`src/rtl/counter_pkg.sv`:
```
// Shared constants and types for the modulo-(CNT_MAX+1) timebase counter.
package counter_pkg;
  localparam int CNT_W   = 7;
  localparam int CNT_MAX = 100;

  typedef logic [CNT_W-1:0] cnt_t;
endpackage

```
`src/rtl/counter.sv`:
```
// Free-running modulo-(MAX_VAL+1) up-counter used as a timebase/tick source.
// Counts 0..MAX_VAL and wraps to 0; synchronous active-high reset clears it.
// Optional macro COUNTER_WRAP_FLAG_EN adds a registered one-cycle `wrap`
// output that marks the cycle in which cnt returned to 0 from MAX_VAL.
module counter
  import counter_pkg::*;
#(
  parameter int WIDTH   = CNT_W,
  parameter int MAX_VAL = CNT_MAX
) (
  input  logic             clk,
  input  logic             rst,
  output logic [WIDTH-1:0] cnt
`ifdef COUNTER_WRAP_FLAG_EN
  ,
  output logic             wrap
`endif
);

  localparam logic [WIDTH-1:0] MAX_C = WIDTH'(MAX_VAL);

  // The terminal count must be representable in the count register.
  if (MAX_VAL >= (1 << WIDTH)) begin : g_bad_params
    $error("counter: MAX_VAL (%0d) does not fit in WIDTH (%0d) bits", MAX_VAL, WIDTH);
  end

  logic [WIDTH-1:0] cnt_next;
`ifdef COUNTER_WRAP_FLAG_EN
  logic             wrap_next;
`endif

  // Next count: compare before incrementing so the add can never overflow;
  // any value at or above MAX_VAL (including unreachable ones) returns to 0.
  always_comb begin
    cnt_next = '0;
    if (cnt < MAX_C) begin
      cnt_next = cnt + WIDTH'(1);
    end
`ifdef COUNTER_WRAP_FLAG_EN
    wrap_next = (cnt == MAX_C);
`endif
  end

  // State register; reset dominates counting and suppresses the wrap flag.
  always_ff @(posedge clk) begin
`ifdef COUNTER_WRAP_FLAG_EN
    if (rst) begin
      cnt  <= '0;
      wrap <= 1'b0;
    end else begin
      cnt  <= cnt_next;
      wrap <= wrap_next;
    end
`else
    if (rst) begin
      cnt <= '0;
    end else begin
      cnt <= cnt_next;
    end
`endif
  end

endmodule

```
`config.mk`:
```
export PLATFORM = sky130hd
export DESIGN_NAME = counter
export DESIGN_NICKNAME = d
export VERILOG_FILES = /design/src/rtl/counter_pkg.sv /design/src/rtl/counter.sv
export SDC_FILE = /design/constraint.sdc
export NUM_CORES = 1
export LEC_CHECK = 0
export CAP_MARGIN = 20
export CORE_AREA = 5 5 42 44
export CTS_CLUSTER_DIAMETER = 150
export DETAILED_ROUTE_END_ITERATION = 7
export DIE_AREA = 0 0 47 49
export GPL_ROUTABILITY_DRIVEN = 0
export GPL_TIMING_DRIVEN = 0
export PLACE_DENSITY = 0.48
export SLEW_MARGIN = 15
export SYNTH_ARGS = -nofsm -noshare
export SYNTH_HDL_FRONTEND = slang
export SYNTH_SLANG_ARGS = --single-unit
```
`constraint.sdc`:
```
create_clock -name clk -period 2.3 [get_ports clk]
set_input_delay 0.575 -clock clk [delete_from_list [all_inputs] [get_ports clk]]
set_output_delay 0.575 -clock clk [all_outputs]
set_load 0.03 [all_outputs]
```
== Yosys cells after proc, flatten, opt, wreduce, memory -nomap -nowiden ==
Cells that the tools add are included.
Storage, ports and cells
  bits in registers: 7
  bits of input ports: 2
  output and inout port bits: 7
  logic and storage cells: 5
Cells by class
  add/subtract/negate cells: 1
  magnitude comparators: 1
  bitwise gates (word level): 1
  reduce and logical (&&, ||, !) cells: 1
Operator list (number)
  $add 7x1->7 const B: 1
  $lt 7x7->1 const B: 1
  $reduce_or 2->1: 1
  $not 1->1: 1

== Longest topological paths before layout ==
  word-level depth: 3
  depth in mapped cells: 4
  mapped depth without buffers: 4

== Least setup slack after synthesis ==
OpenSTA, ideal clock, no wires.
  path type: reg2reg
  from: register cnt[2]
  to: register cnt[5]
  arrival time: 1.209 ns
  required time: 2.229 ns
  path slack: 1.020 ns
  cell stages (with the launch flop): 4
  path buffers: 0
  period minus slack after synthesis: 1.280 ns
  cells stage by stage: dfxtp_1 -> nand3_1 -> or3_1 -> a21oi_1
Between the ends
  word-level cells in the longest chain between the ends: 3
  elaborated cells on any way between the ends: 4
  classes of those cells: add/sub (1); order compare (1); bitwise (1); reduce/logical (1)
Ends and longest elaborated chain
  start: declaration: RTL line counter.sv:13  | output logic [WIDTH-1:0] cnt
  start signal: assignment: RTL line counter.sv:58  | cnt <= cnt_next;
  $lt 7x7->1: RTL line counter.sv:36  | if (cnt < MAX_C) begin
  $not 1->1 (no line)
  $reduce_or 2->1 (no line)
Parallel ways exist; a longest one is shown, timed or not.
A chain may end at the register's enable or synchronous reset.

== Final worst setup path ==
  from: register cnt[3]
  to: output cnt[3]
No word-level cell between the ends.

==> impl_results.md <==
* Outcome: complete, no violations
* FP Rows at 14
* Fill cell count at 160
* Final Hold Violating Endpoints at 0
* Initial DRC count at 0
* DP HPWL at around 380 um
* Final WS setup at roughly 0.34 ns
* Synth cell types at 15
* Syn nets at 31
* CP Launch Point: cnt[3]
* Maximum VDD drop at a little over 0.2 mV
* Clk_skew at 0.00278 ns
* Multi-input gate area at 119 um2
* Clock Sinks at 7
* Critical path endpoint category: primary output
* Die Wd at approximately 47 um
* Top cell type by total area after synthesis: dfxtp_1
* Post-route cell area at just under 400 um2
* Fmax at 0.509 GHz
* Clock Path Buffers at 2
* Worst-path cell chain: clkdlybuf4s50_1
* Ant diodes at 0
* Max_slew headroom at 79.2%
* Critical Path Source Type: flop
* Die ar. at between 2000 and 2500 um2
* Worst Setup Path Type: reg2out
* Synth Register Bits at 7
* Max-cap violations at 0
* Final setup viols at 0
* Num CTS Buffers at 3
* Clock Tree Root: clkbuf_4
* CTS tree: built
* Die height at between 40 and 50 um
* Vias in the first global route at 204
* Lkg Pwr at 0.147 nW
* Max FO, Critical Path at 6
* Share of the synthesized area in the top cell type at approximately 53%
* Dpl ws at a little under 0.6 ns
* Area growth syn-to-layout at 48.1%
* Post-route setup TNS at 0 ns
* Top flop regs: cnt (7)
* Hold slack at roughly 0.46 ns
* Slew @ Worst Pin at about 0.31 ns
* Max reg flops at 7
* GR Util All Layers at 5.58%
* FF/Latch Area at 140 um2
* Largest cells by area after synthesis: dfxtp_1 53%, nor2_1 8.6%, xor2_1 6.7%
* Nets@finish at 44
* Post-route ant nets at 0
* Worst Path Buf+Inv at 1
* CP max stage cell: clkdlybuf4s50_1
* HP Class: reg2reg
* Reg2reg end: cnt[5]
* Post-synthesis sequential area ratio at a little over half
* Syn. warnings at 0
* Router iterations before antenna repair at 1
* Post-Place Cell Area at 363 um2
* Flop2flop setup slack at ~1.1 ns
* Clock Latency Late Sink at between 0.2 and 0.3 ns
* Post-Route WL at between 500 and 600 um
* Tmin final at 1.96 ns
* Port buffer count at 8
* I/O pin total at 9
* Average routed wire per standard cell at 9.64 um
* Core area at 1400 um2
* CP arrival at about 1.4 ns
* DRC at 0
* Hold Crit Depth at 1
* Fraction of layout cells with a size suffix above 1 at 7.50%
* Hold Crit Start: cnt[0]
* Worst path required time at 1.73 ns
* Unrepaired setup endpoints after global routing: no
* # Post-CTS Setup Buffers at 0
* Synth Area per Inst at 9.38 um2
* Max-slew violation count at 0
* Remaining Overflow, GRT at 0
* Vias per Instance at approximately 4.0
* H-tree depth at 1
* First-pass GRT wire length at about 860 um
* Pwr Density at 698 nW/um2
* Largest register by flop count: cnt
* Initial Util at a little under a fifth
* Clock transition at path regs at approximately 0.05 ns
* Final period util at between 80 and 90%
* Pin count of the biggest net entering global routing at 8
* Worst Hold End: cnt[0]
* Reg2Reg Launch Point: cnt[3]
* DR vias at ~220
* Synth Instances at 28
* PostCTS Resize Cnt at 0
* CTS Hold Bufs at 0
* Worst path top cell family by delay: buffers and inverters
* Slowest stage delay, CP at roughly 0.71 ns
* Antenna violations before repair at 0
* Reg2Reg Depth at 3
* Synthesized area at about 260 um2
-- layout make-up --
type                            count  area share [%]
Sequential cell                     7            36.0
Multi-Input combinational cell     20            30.5
Timing Repair Buffer                8            20.6
Clock buffer                        4            6.75
Tap cell                           16            5.14
Inverter                            1           0.965
-- cell usage after synthesis --
cell type and number:
and3_1 1, nand2_1 1, xor2_1 2, ha_1 1, nand2b_1 1, a21oi_1 1
xnor2_1 1, o21ai_0 1, nor2_1 6, nand3_1 2, o311ai_0 1, a31oi_1 1
inv_1 1, dfxtp_1 7, or3_1 1
-- cell usage in the layout, fill, tap and decap left out, types with 2 or more instances in the layout --
cell type and n:
xor2_1 2, dfxtp_1 7, clkbuf_4 3, nand3_1 2, clkdlybuf4s50_1 8, nor2_1 6
-- metal layers --
| metal | up-vias | share of wire, % | GRT usage, % |
|---|---|---|---|
| met5 | - | 0 | 0 |
| met4 | 0 | 0.93 | 6.91 |
| met3 | 2 | 9.1 | 2.21 |
| met2 | 7 | 34 | 5.43 |
| met1 | 95 | 55 | 7.54 |
| li1 | 120 | - | - |
-- report_power, final --
part	leakage [nW]	internal, mW	switching (mW)	total, mW
logic	0.0748	0.0128	0.0160	0.0288
registers	0.0570	0.126	0.00462	0.130
clock network	0.0150	0.0663	0.0461	0.112
-- worst reg2reg max path, cell delays in order (launching register included) --
cell and delay [ns]:
dfxtp_1 0.36, o311ai_0 0.33, nand2b_1 0.24, a21oi_1 0.16
-- cells by family (layout without fill, tap and decap cells) --
group / count (synthesis) / after routing / share of synthesized area (%)
xor gates and xnor gates: 3 / 3 / 10.0
and+or+nand+nor: 12 / 12 / 21.0
adders and majority gates: 1 / 1 / 4.76
buffers and inverters: 1 / 13 / 1.43
DFF: 7 / 7 / 53.3
AOI/OAI and AO/OA: 4 / 4 / 9.52
-- through the flow --
step / util [%] / instances / power [mW]
2_1_floorplan: - / 28 / 0.150
3_3_place_gp: 25.9 / 52 / 0.162
3_5_place_dp: 25.9 / 52 / 0.162
4_1_cts: 27.8 / 56 / 0.275
5_1_grt: 27.8 / 56 / 0.281
6_report: 27.8 / 56 / 0.272
-- worst max-delay path by stage --
stage | cells past startpoint | endpoint
finish | 1 | cnt[3]
global route | 1 | cnt[2]
detailed placement | 1 | cnt[3]
CTS | 1 | cnt[3]
floorplan | 3 | cnt[5]
global placement | 1 | cnt[3]
Power figures use the tool's default switching activity.
